**src/rtl/traffic_phase_ctrl.sv**
```systemverilog
// Two-road intersection phase controller.
// Walks a fixed six-phase cycle (G1, Y1, AR1, G2, Y2, AR2), shortens a green
// once its minimum has run and the other road has a latched request, and
// exports the seconds left in the current phase in binary and as BCD digits.
module traffic_phase_ctrl #(
    parameter int TICK_DIV  = 50000000,
    parameter int GREEN_MIN = 5,
    parameter int GREEN_MAX = 15,
    parameter int YELLOW_T  = 3,
    parameter int ALLRED_T  = 1
) (
    input  logic       clk,
    input  logic       reset,
    input  logic       req1,
    input  logic       req2,
    output logic       R1_led,
    output logic       Y1_led,
    output logic       G1_led,
    output logic       R2_led,
    output logic       Y2_led,
    output logic       G2_led,
    output logic [2:0] phase,
    output logic [6:0] remain,
    output logic [3:0] bcd_tens,
    output logic [3:0] bcd_ones,
    output logic       tick
);

    localparam int            PW         = (TICK_DIV > 1) ? $clog2(TICK_DIV) : 1;
    localparam logic [PW-1:0] PRESC_LAST = PW'(TICK_DIV - 1);
    localparam logic [6:0]    GMIN_C     = 7'(GREEN_MIN);
    localparam logic [6:0]    GMAX_C     = 7'(GREEN_MAX);
    localparam logic [6:0]    YEL_C      = 7'(YELLOW_T);
    localparam logic [6:0]    ARED_C     = 7'(ALLRED_T);

    typedef enum logic [2:0] {
        PH_G1  = 3'd0,
        PH_Y1  = 3'd1,
        PH_AR1 = 3'd2,
        PH_G2  = 3'd3,
        PH_Y2  = 3'd4,
        PH_AR2 = 3'd5
    } phase_e;

    // Lamp vector layout: {R1, Y1, G1, R2, Y2, G2}.
    localparam logic [5:0] LAMPS_ALLRED = 6'b100_100;

    // Length of a phase in seconds; unknown codes are treated as all-red.
    function automatic logic [6:0] phase_duration(input phase_e ph);
        logic [6:0] dur;
        case (ph)
            PH_G1, PH_G2: dur = GMAX_C;
            PH_Y1, PH_Y2: dur = YEL_C;
            default:      dur = ARED_C;
        endcase
        return dur;
    endfunction

    // Phase that follows ph in the fixed rotation; unknown codes recover to AR2.
    function automatic phase_e phase_succ(input phase_e ph);
        phase_e nxt;
        case (ph)
            PH_G1:   nxt = PH_Y1;
            PH_Y1:   nxt = PH_AR1;
            PH_AR1:  nxt = PH_G2;
            PH_G2:   nxt = PH_Y2;
            PH_Y2:   nxt = PH_AR2;
            PH_AR2:  nxt = PH_G1;
            default: nxt = PH_AR2;
        endcase
        return nxt;
    endfunction

    // One lamp per road, all-red as the safe fallback.
    function automatic logic [5:0] lamp_decode(input phase_e ph);
        logic [5:0] lamps;
        case (ph)
            PH_G1:   lamps = 6'b001_100;
            PH_Y1:   lamps = 6'b010_100;
            PH_G2:   lamps = 6'b100_001;
            PH_Y2:   lamps = 6'b100_010;
            default: lamps = LAMPS_ALLRED;
        endcase
        return lamps;
    endfunction

    logic [PW-1:0] presc_q, presc_d;
    logic          tick_q, tick_d;
    phase_e        phase_q, phase_d;
    logic [6:0]    sec_cnt_q, sec_cnt_d;
    logic [6:0]    remain_q, remain_d;
    logic [5:0]    lamps_q, lamps_d;
    logic          pend1_q, pend1_d;
    logic          pend2_q, pend2_d;
    logic [6:0]    n_s;
    logic          adv_s;

    // Prescaler wraps after TICK_DIV-1; tick is registered so it is high while the prescaler holds TICK_DIV-1.
    always_comb begin
        presc_d = presc_q;
        tick_d  = 1'b0;
        if (presc_q == PRESC_LAST) begin
            presc_d = '0;
        end else begin
            presc_d = presc_q + {{(PW-1){1'b0}}, 1'b1};
        end
        tick_d = (presc_d == PRESC_LAST);
    end

    // Phase sequencing: all exit checks use the count as it will be after this second.
    always_comb begin
        n_s       = sec_cnt_q + 7'd1;
        adv_s     = 1'b0;
        phase_d   = phase_q;
        sec_cnt_d = sec_cnt_q;
        case (phase_q)
            PH_G1:          adv_s = (n_s >= GMAX_C) || ((n_s >= GMIN_C) && pend2_q);
            PH_G2:          adv_s = (n_s >= GMAX_C) || ((n_s >= GMIN_C) && pend1_q);
            PH_Y1, PH_Y2:   adv_s = (n_s >= YEL_C);
            PH_AR1, PH_AR2: adv_s = (n_s >= ARED_C);
            default:        adv_s = 1'b1;
        endcase
        if (phase_q > PH_AR2) begin
            // Illegal code: fall back to all-red immediately, tick or not.
            phase_d   = PH_AR2;
            sec_cnt_d = 7'd0;
        end else if (tick_q) begin
            if (adv_s) begin
                phase_d   = phase_succ(phase_q);
                sec_cnt_d = 7'd0;
            end else begin
                phase_d   = phase_q;
                sec_cnt_d = n_s;
            end
        end else begin
            phase_d   = phase_q;
            sec_cnt_d = sec_cnt_q;
        end
    end

    // Request latches: clearing on green entry takes priority over a simultaneous set.
    always_comb begin
        pend1_d = pend1_q;
        pend2_d = pend2_q;
        if ((phase_d == PH_G1) && (phase_q != PH_G1)) begin
            pend1_d = 1'b0;
        end else if (req1 && (phase_q != PH_G1)) begin
            pend1_d = 1'b1;
        end else begin
            pend1_d = pend1_q;
        end
        if ((phase_d == PH_G2) && (phase_q != PH_G2)) begin
            pend2_d = 1'b0;
        end else if (req2 && (phase_q != PH_G2)) begin
            pend2_d = 1'b1;
        end else begin
            pend2_d = pend2_q;
        end
    end

    // Display and lamp values are derived from the next state so they change on the same edge as the phase.
    always_comb begin
        remain_d = phase_duration(phase_d) - sec_cnt_d;
        lamps_d  = lamp_decode(phase_d);
    end

    // State registers; reset parks the intersection in all-red with counters cleared.
    always_ff @(posedge clk or negedge reset) begin
        if (!reset) begin
            presc_q   <= '0;
            tick_q    <= 1'b0;
            phase_q   <= PH_AR2;
            sec_cnt_q <= 7'd0;
            remain_q  <= ARED_C;
            lamps_q   <= LAMPS_ALLRED;
            pend1_q   <= 1'b0;
            pend2_q   <= 1'b0;
        end else begin
            presc_q   <= presc_d;
            tick_q    <= tick_d;
            phase_q   <= phase_d;
            sec_cnt_q <= sec_cnt_d;
            remain_q  <= remain_d;
            lamps_q   <= lamps_d;
            pend1_q   <= pend1_d;
            pend2_q   <= pend2_d;
        end
    end

    assign {R1_led, Y1_led, G1_led, R2_led, Y2_led, G2_led} = lamps_q;
    assign phase    = phase_q;
    assign remain   = remain_q;
    assign tick     = tick_q;
    assign bcd_tens = 4'(remain_q / 7'd10);
    assign bcd_ones = 4'(remain_q % 7'd10);

endmodule

```
**config.mk**
```make
export PLATFORM = sky130hd
export DESIGN_NAME = traffic_phase_ctrl
export DESIGN_NICKNAME = d
export VERILOG_FILES = /design/src/rtl/traffic_phase_ctrl.sv
export SDC_FILE = /design/constraint.sdc
export NUM_CORES = 1
export LEC_CHECK = 0
export CAP_MARGIN = 20
export CORE_UTILIZATION = 58
export DETAILED_ROUTE_END_ITERATION = 6
export PLACE_DENSITY = 0.87
export SYNTH_ARGS = -nofsm -noshare
export SYNTH_HDL_FRONTEND = slang
export SYNTH_SLANG_ARGS = --single-unit
```
**constraint.sdc**
```tcl
create_clock -name clk -period 4.3 [get_ports clk]
set_input_delay 0.43 -clock clk [delete_from_list [all_inputs] [get_ports clk]]
set_output_delay 0.43 -clock clk [all_outputs]
set_load 0.1 [all_outputs]
```
==> impl_metrics.json, run 1 <==
{
  "outcome": "finished, final reports clean",
  "yosysSeqAreaShare_pct": 38.4,
  "grt_max_degree": 53,
  "synth_fp_nets": 381,
  "vias": 2746,
  "core-area_um2": 5570,
  "worstSetupPathType": "register to register",
  "whs_ns": 0.230,
  "start_util_pct": 61.0,
  "final_core_utilization_pct": 69.5,
  "cp_max_fo": 20,
  "root_buffer": "clkbuf_8",
  "fin_nets": 399,
  "clk_pin_slew_ns": 0.10,
  "synth_area_leaders": "dfrtp_1 (35%), xor2_1 (4.6%), xnor2_1 (4.4%)",
  "fin_crit_ns": 3.96,
  "finalHoldViolations": 0,
  "yosys_warnings": 0,
  "slew_headroom_pct": 35.1,
  "grt_overflow": 0,
  "power.density_nw_per_um2": 222,
  "io_pins": 29,
  "synth_compound_area_share_pct": 14.1,
  "muxShareOfSynthArea_pct": 3.05,
  "cts_tree": "built",
  "synth_top_cell_area_share_pct": 34.6,
  "rsz0062_at_grt": "false",
  "cts_made_buffers": 5,
  "worstPathRequired_ns": 4.47,
  "rows": 27,
  "critPathLaunchType": "register",
  "die_width_um": 78.6,
  "die_area_um2": 6170,
  "cts_sinks": 52,
  "endpoint_kind": "register",
  "dpl.cell_count": 451,
  "numPortBuffers": 28,
  "synth_common_cells": "dfrtp_1 (47), nor2_1 (34), nand2_1 (24)",
  "r2r_slack_ns": 0.34,
  "min_period_over_period_pct": 92.0,
  "drive_gt1_share_pct": 13.2,
  "clk_latency_ns": 0.30,
  "num_antenna_cells": 0,
  "tns_ns": 0,
  "setup_violations": 0,
  "leakagePower_nw": 1.65,
  "grt_pass1_wl_um": 11900,
  "hp-class": "primary input to asynchronous set/reset pin",
  "synth_xor_xnor_area_share_pct": 9.49,
  "syn_area_um2": 3400,
  "area_growth_pct": 13.9,
  "synth-simple-area-share_pct": 26.3,
  "ys_types": 71,
  "syn_inst": 368,
  "ctsHtreeMaxLevel": 2,
  "post-cts-setup-buffers": 0,
  "grt_usage_pct": 24.5,
  "dr.first_iter.drc_count": 173,
  "drc": 0,
  "r2r_end": "remain[6]",
  "yosys.area.top_type": "dfrtp_1",
  "drv_slew": 0,
  "fmax_mhz": 253,
  "r2r-start": "sec_cnt_q[0]",
  "via_per_inst": 5.98,
  "routed_wl_um": 7080,
  "ctsResizeCount": 0,
  "worstPathArrival_ns": 4.13,
  "ant_nets": 0,
  "fp.dieH_um": 78.6,
  "fin_cells": 459,
  "tightest_slew_ns": 0.970,
  "synthArstFlopShare_pct": 100,
  "fin_area_um2": 3870,
  "ir_worst_vdd_mv": 0.173,
  "place_area_um2": 3750,
  "firstDrtPassIters": 4,
  "wire_per_inst_um": 15.4,
  "synth_flop_cell": "dfrtp_1",
  "syn_area_per_cell_um2": 9.24,
  "dp_hpwl_um": 4960,
  "maxCapViolations": 0,
  "fin_skew_ns": 0.0120,
  "synth_top_family_by_area": "simple AND/OR/NAND/NOR gates",
  "place.gp.congestion": 0.914,
  "ys_ff_latch": 52,
  "synth_most_common_cell": "dfrtp_1",
  "synth_adder_area_share_pct": 3.53,
  "worst-r2r-cell-count": 15,
  "holdBufCountCts": 0,
  "synth_edf_count": 0,
  "clockBufferDepth": 2,
  "first_global_vias": 2626,
  "antenna_found_initial": 0
}
critical path, stage by stage (launching register included):
cell and delay (ns):
dfrtp_1 0.56, inv_1 0.11, ha_1 0.36, or4b_1 0.53
o32ai_1 0.13, a211oi_1 0.09, o41ai_2 0.22, buf_4 0.29
xor2_1 0.12, a211o_1 0.38, ha_1 0.28, a21o_1 0.17
a21o_1 0.21, and3_1 0.18, nand3_1 0.08, o211ai_1 0.10
power breakdown:
part,switching [mW],internal [mW]
sequential,0.0000000000604,0.489
clock,0.153,0.205
combinational,0.00936,0.00256
total,0.163,0.697
sequential cells by signal (all words and copies together) (netlist names):
name,cells
phase,3
lamps_q,6
pend1_q,1
remain,7
pend2_q,1
sec_cnt_q,7
presc_q,26
tick,1
final cells by class:
class | count | area (um^2)
inverters | 16 | 60.1
fillers | 426 | 1700
multi-input cells | 280 | 1990
clock inverters | 1 | 30.0
well taps | 72 | 90.1
flip-flops and latches | 52 | 1320
repair buffers | 31 | 288
clock buffers | 7 | 96.3
cell families (layout without fill, tap and decap cells):
group	Yosys count	count (layout)
simple gates	161	161
compound gates	64	64
flops	52	52
xor+xnor	36	36
buf+inv	36	55
mux	10	10
fa+ha+maj	9	9
cells in the final DEF (no fill, tap or decap), drive strengths merged, types with 3 or more instances in the layout:
master,netlist,routed
dfrtp,47,47
nor2,36,36
nand2,24,24
clkdlybuf4s50,0,23
nand3,23,23
xor2,18,18
xnor2,18,18
inv,16,16
nand4,12,12
a21oi,11,11
o21ai,10,10
and3,9,9
nand2b,9,9
ha,8,8
buf,13,8
nor4,8,8
nor2b,7,7
clkbuf,7,7
mux2i,7,7
nor3,6,6
nand3b,5,5
a211o,5,5
o211ai,5,5
dfstp,5,5
a21o,4,4
and4,4,4
or2,4,4
and2,3,3
or3,3,3
mux2,3,3
a31oi,3,3
through the flow:
step,power (mW),worst slack [ns]
final,0.859,0.344
after global routing,0.884,0.188
after CTS,0.870,0.361
after detailed placement,0.511,0.405
after global placement,0.511,0.597
after floorplan,0.499,-0.120
per-layer routing:
| metal | part of all wire [%] | global-route usage [%] | vias to the layer above |
|---|---|---|---|
| met2 | 51 | 43.7 | 61 |
| li1 | - | - | 1344 |
| met1 | 45 | 30.4 | 1335 |
| met3 | 3.1 | 3.14 | 6 |
| met4 | 1.3 | 8.15 | 0 |
| met5 | 0 | 0 | - |
worst max-delay path by stage:
stage / cells after the start / endpoint / slack (ns) / startpoint
final: 15 / remain[6] / 0.34 / sec_cnt_q[0]
after global routing: 15 / remain[6] / 0.19 / sec_cnt_q[0]
after CTS: 15 / remain[6] / 0.36 / sec_cnt_q[0]
after detailed placement: 15 / remain[6] / 0.40 / sec_cnt_q[0]
after global placement: 15 / remain[6] / 0.60 / sec_cnt_q[0]
after floorplan: 11 / bcd_ones[2] / -0.12 / remain[6]
No activity file was read; power rests on OpenSTA's default activity.
==> inputs of run 2 (changes only) <==
--- a/config.mk
+++ b/config.mk
@@ -7,6 +7,7 @@
 export LEC_CHECK = 0
 export CAP_MARGIN = 20
 export CORE_UTILIZATION = 58
+export CTS_CLUSTER_SIZE = 8
 export DETAILED_ROUTE_END_ITERATION = 6
 export PLACE_DENSITY = 0.87
 export SYNTH_ARGS = -nofsm -noshare
==> results of run 2 <==
Final layout, timing and power as in run 1 (identical DEF).
